==> src/rtl/tcb_lib_ndn_responder.sv <==
// TCB memory responder with configurable bus endianness and byte-lane swapping.
// Latency: response appears DLY cycles after the transfer, through a DLY-deep shift pipeline.
// Backpressure: none; ready is high whenever reset is low, so every valid request transfers.
module tcb_lib_ndn_responder #(
  parameter logic [1:0] NDN = 2'd0,
  parameter logic       ORD = 1'b0,
  parameter int         DLY = 1,
  parameter int         DEP = 16
)(
  input  logic        clk,
  input  logic        rst,
  input  logic        tcb_vld,
  output logic        tcb_rdy,
  input  logic        tcb_wen,
  input  logic [7:0]  tcb_adr,
  input  logic [3:0]  tcb_ben,
  input  logic [31:0] tcb_wdt,
  input  logic        tcb_ndn,
  output logic        tcb_rsp_vld,
  output logic [31:0] tcb_rdt,
  output logic        tcb_err
);

  localparam int         AW    = (DEP > 1) ? $clog2(DEP) : 1;
  localparam logic [6:0] DEP_L = 7'(DEP);

  logic          trn;
  logic          ndn_eff;
  logic          err_ndn;
  logic          err_aln;
  logic          err_rng;
  logic          err_any;
  logic [AW-1:0] widx;
  logic [3:0]    ben_s;
  logic [31:0]   wdt_s;
  logic [31:0]   rd_word;
  logic [31:0]   rdt_t;

  // storage in little-endian lane order: byte 0 of a word lives in bits [7:0]
  logic [31:0] mem [DEP];

  // response pipeline; stage DLY-1 drives the outputs
  logic        pipe_vld [DLY];
  logic [31:0] pipe_rdt [DLY];
  logic        pipe_err [DLY];

  assign tcb_rdy = ~rst;
  assign trn     = tcb_vld & tcb_rdy;
  assign widx    = tcb_adr[AW+1:2];
  assign rd_word = mem[widx];

  // decode effective endianness and the three error sources
  always_comb begin
    ndn_eff = 1'b0;
    case (NDN)
      2'd0:    ndn_eff = ORD;
      2'd1:    ndn_eff = tcb_ndn;
      2'd2:    ndn_eff = 1'b0;
      default: ndn_eff = 1'b1;
    endcase
    // in bi-endian mode the request chooses the order, so it can never disagree
    err_ndn = (NDN != 2'd1) && (tcb_ndn != ndn_eff);
    err_aln = |tcb_adr[1:0];
    err_rng = ({1'b0, tcb_adr[7:2]} >= DEP_L);
    err_any = err_ndn | err_aln | err_rng;
  end

  // map transaction lanes to storage lanes (byte reversal for big-endian transfers)
  always_comb begin
    ben_s = tcb_ben;
    wdt_s = tcb_wdt;
    rdt_t = rd_word;
    if (ndn_eff) begin
      for (int i = 0; i < 4; i++) begin
        ben_s[3-i]         = tcb_ben[i];
        wdt_s[8*(3-i) +: 8] = tcb_wdt[8*i +: 8];
        rdt_t[8*(3-i) +: 8] = rd_word[8*i +: 8];
      end
    end
  end

  // byte-enabled write commit at the transfer edge; reset clears every word
  always_ff @(posedge clk or posedge rst) begin
    if (rst) begin
      for (int w = 0; w < DEP; w++) mem[w] <= '0;
    end else if (trn && tcb_wen && !err_any) begin
      for (int b = 0; b < 4; b++) begin
        if (ben_s[b]) mem[widx][8*b +: 8] <= wdt_s[8*b +: 8];
      end
    end
  end

  // response shift pipeline; data and error are zero unless the stage holds a response
  always_ff @(posedge clk or posedge rst) begin
    if (rst) begin
      for (int s = 0; s < DLY; s++) begin
        pipe_vld[s] <= 1'b0;
        pipe_rdt[s] <= '0;
        pipe_err[s] <= 1'b0;
      end
    end else begin
      pipe_vld[0] <= trn;
      pipe_err[0] <= trn & err_any;
      pipe_rdt[0] <= (trn && !tcb_wen && !err_any) ? rdt_t : 32'h0;
      for (int s = 1; s < DLY; s++) begin
        pipe_vld[s] <= pipe_vld[s-1];
        pipe_rdt[s] <= pipe_rdt[s-1];
        pipe_err[s] <= pipe_err[s-1];
      end
    end
  end

  assign tcb_rsp_vld = pipe_vld[DLY-1];
  assign tcb_rdt     = pipe_rdt[DLY-1];
  assign tcb_err     = pipe_err[DLY-1];

endmodule
==> config.mk <==
export PLATFORM = sky130hd
export DESIGN_NAME = tcb_lib_ndn_responder
export DESIGN_NICKNAME = d
export VERILOG_FILES = /design/src/rtl/tcb_lib_ndn_responder.sv
export SDC_FILE = /design/constraint.sdc
export NUM_CORES = 1
export LEC_CHECK = 0
export ABC_AREA = 1
export CAP_MARGIN = 20
export CORE_ASPECT_RATIO = 1.75
export CORE_MARGIN = 1.5
export CORE_UTILIZATION = 60
export DETAILED_ROUTE_END_ITERATION = 10
export PLACE_DENSITY_LB_ADDON = 0.15
export SETUP_SLACK_MARGIN = 0.1
export SKIP_LAST_GASP = 1
export SLEW_MARGIN = 20
export SYNTH_ARGS = -nofsm -noshare
export SYNTH_HDL_FRONTEND = slang
export SYNTH_SLANG_ARGS = --single-unit
==> constraint.sdc <==
create_clock -name clk -period 33.7 [get_ports clk]
set_input_delay 6.74 -clock clk [delete_from_list [all_inputs] [get_ports clk]]
set_output_delay 6.74 -clock clk [all_outputs]
set_load 0.01 [all_outputs]
Yosys cells after proc, flatten, opt, wreduce, memory -nomap -nowiden
Index checks and enable logic that the tools add are counted.
{ "classes": {"n_bitwise": 6, "magnitude_cmp": 3, "reduce_logical": 8, "mux": 23} }
{ "op_table": {"columns": ["cell", "n"], "rows": [
  ["$mux W512", 7],
  ["$bwmux W512", 4],
  ["$demux W32 S4", 4],
  ["$bmux W32 S4", 1],
  ["$mux W32", 4],
  ["$mux W24", 1],
  ["$mux W16", 1],
  ["$mux W8", 1],
  ["$ge A6 B5 Y1 const B", 1],
  ["$ge A5 B5 Y1 const B", 1],
  ["$logic_and A1 B1 Y1", 5],
  ["$lt A5 B1 Y1 const B", 1],
  ["$not A4 Y5", 1],
  ["$and A1 B1 Y1", 2],
  ["$logic_not A1 Y1", 2],
  ["$or A1 B1 Y1", 2],
  ["$reduce_or A2 Y1", 1],
  ["$not A1 Y1", 1]
]} }
{ "totals": {"out_inout_bits": 35, "register_bits": 546, "inputBits": 49} }

Depth between registers and ports, before layout
{ "depth": {"ltp_word": 16, "mapped_depth": 12, "ltp_nobuf": 9} }

Least setup slack after synthesis
OpenSTA, ideal clock, no wires.
{ "synth_timing": {"kind": "input port to output port", "startpoint": "input port rst", "endpoint": "output port tcb_rdy", "path_stages": 1, "required_ns": 26.960, "slack_ns": 8.974, "t_arrival_ns": 17.986, "path_cell_list": "inv_1"} }
{ "synth_via": {"elab_chain_len": 1} }
{ "synth_rtl": {"columns": ["element", "line", "source"], "rows": [
  ["from (decl)", "11", "input logic rst,"],
  ["$not A1 Y1", "47", "assign tcb_rdy = ~rst;"],
  ["to (decl)", "13", "output logic tcb_rdy,"]
]} }
No other way between the ends.

Worst setup path after layout
Same ends and word-level chain as after synthesis.

==> results.toml <==
[clock_network]
post-cts-setup-buffers = 0
hold_buffers = 0
path_clk_slew_ns = 0.06
cts-resized-gates = 0
cts_tree = "yes"
cts-root-buf = "clkbuf_16"
insertion_delay_ns = 0.58
cts-buffers-inserted = 49
clock_tree.buffer_depth = 3
clkSinkCount = 546
cts.htree.levels = 2

[critical_path]
arrival_ns = 8.33
crit_required_ns = 26.96
critPathKind = "in -> out"
rrSetupSlack_ns = 32.41
crit_path_max_fanout = 55
cp-end-kind = "output pin"
start_kind = "input port"

[sta]
finalSetupViolCount = 0
hold_viol = 0
fmax_ghz = 0.0664
period_minus_slack_ns = 15.07
fin_setup_tns_ns = 0
fin_skew_ns = 0.0194
rsz0062_at_grt = "false"
min_period_over_period_pct = 44.7
worst_slew_margin_rel_pct = 25.0
drv_slew = 0
worstMarginPinSlew_ns = 1.12

[global_route]
use_met2_pct = 53.3
grt-busiest-layer = "met2"
overflow = 0
grt_start_max_net_pins = 140
grt_util_all_layers_pct = 30.7
antenna_found_initial = 4
first_global_vias = 21500
grt_use_met1_pct = 38.7
grt_pass1_wl_um = 111000
use_met3_pct = 4.38

[synthesis]
ys_ff_latch = 546
syn-instance-count = 3477
ys_seq_area_share_pct = 51.6
yosys_warnings = 0
yosys.area.top_type_share_pct = 51.6
synth.distinct_cells = 25
netlist_top_cells_area = "dfrtp_1, nand2_1, o21ai_1"
syn_area_per_cell_sq_um = 7.61
synth_fp_nets = 3526
mappedNetlistArea_sq_um = 26500
yosysTopAreaCell = "dfrtp_1"

[route]
wl_per_cell_um = 16.6
drtIter0Drc = 1941
drc_errors = 0
drtPass1Iterations = 6
ant_nets = 0
routed_wl_um = 67100
vias_per_cell = 5.44
vias = 21900

[placed_design]
placed_cell_area_sq_um = 27100
io_buffers = 83
place_congestion = 0.823
dpl.hpwl_um = 42100

[cells_and_area]
drive_above_1_share_pct = 6.12
antenna_cells = 0
fin_area_sq_um = 28800
layout_common_cells = "nand2_1, dfrtp_1, o21ai_1"
register_area_sq_um = 13700
fillers = 3746
final_common_cell = "nand2_1"
area_delta_synth_final_pct = 8.84
nets = 3474
multi_input_comb_area_sq_um = 11500

[status]
status = "complete, no violations"

[worst_hold_path]
hold_class = "reg -> reg"

[floorplan]
chipHeight_um = 281
ios = 84
die_w_um = 162
start_util_pct = 60.9
rows = 101
dieArea_sq_um = 45400
core_sq_um = 43500

[power_and_ir_drop]
leakage_nw = 14.8
power_density_nw_per_um2 = 45.3
peakVddDrop_mv = 0.0371

[flow_run]
max-cap-violations = 0
-- sequential cells by signal, indices dropped and copies added (netlist names) --
register and flops:
mem 512, tcb_err 1, tcb_rdt 32, tcb_rsp_vld 1
-- synthesized netlist by cell type --
| cell type | instances |
|---|---|
| nand2_1 | 2098 |
| dfrtp_1 | 546 |
| o21ai_1 | 339 |
| clkbuf_1 | 95 |
| buf_2 | 75 |
| nor2_1 | 70 |
| nand3_4 | 49 |
| inv_1 | 48 |
| o21ai_0 | 46 |
| nor2_4 | 27 |
| nand3_1 | 15 |
| buf_6 | 13 |
| buf_1 | 11 |
| inv_2 | 11 |
| o21ai_2 | 7 |
| nor2_2 | 5 |
| buf_4 | 4 |
| buf_12 | 3 |
| clkbuf_2 | 3 |
| nand2_4 | 3 |
| nor2_8 | 3 |
| buf_8 | 2 |
| nand2_2 | 2 |
| inv_4 | 1 |
| nand3b_1 | 1 |
-- stage by stage --
| stage | power [mW] | utilization (%) | hold slack (ns) | worst slack (ns) | std cells |
|---|---|---|---|---|---|
| 6_report | 1.30 | 66.2 | 0.481 | 18.63 | 4031 |
| 5_1_grt | 1.34 | 66.2 | 0.497 | 18.53 | 4031 |
| 4_1_cts | 1.31 | 66.2 | 0.483 | 18.61 | 4031 |
| 3_5_place_dp | 0.740 | 62.4 | 0.465 | 18.62 | 3940 |
| 3_3_place_gp | 0.738 | 62.4 | 0.462 | 18.64 | 3940 |
| 2_1_floorplan | 0.716 | - | 0.449 | 8.97 | 3477 |
-- cell type report --
type	count	area share (%)
well taps	566	2.46
multi-input cells	2665	40.0
clock buffers	79	5.39
repair buffers	103	3.48
clock inverters	12	0.395
inverters	60	0.852
flip-flops and latches	546	47.5
-- cell families (layout without fill, tap and decap cells) --
logic type	after synthesis	in the layout	share of synthesized area, %
AO/OA/AOI/OAI	392	392	7.52
flip-flops	546	546	51.6
AND/OR/NAND/NOR	2273	2273	36.0
buffers and inverters	266	254	4.85
-- power breakdown --
group | internal, mW | switching, mW
logic | 0.0110 | 0.0569
clock network | 0.330 | 0.245
registers | 0.658 | 0.00150
-- critical path, cell delays in order --
cell and delay, ns:
clkdlybuf4s50_1 0.54, inv_8 0.35, clkdlybuf4s50_1 0.62
-- path summary, 6_finish.rpt --
kind | cells after the start | endpoint | start
max in group asynchronous | 5 | mem[185]$_DFFE_PP0P_ | rst
worst min register to register | 2 | mem[217]$_DFFE_PP0P_ | mem[217]$_DFFE_PP0P_
worst max register to register | 8 | tcb_rdt[20]$_DFF_PP0_ | mem[308]$_DFFE_PP0P_
min in group asynchronous | 2 | mem[117]$_DFFE_PP0P_ | rst
worst min-delay path | 2 | mem[217]$_DFFE_PP0P_ | mem[217]$_DFFE_PP0P_
worst max-delay path | 3 | tcb_rdy | rst
-- per-layer routing --
layer	vias to the layer above	part of all wire [%]
met2	743	50
li1	10700	-
met4	4	3.7
met3	160	6.1
met5	-	0.037
met1	10400	40
Power figures use the tool's default switching activity.
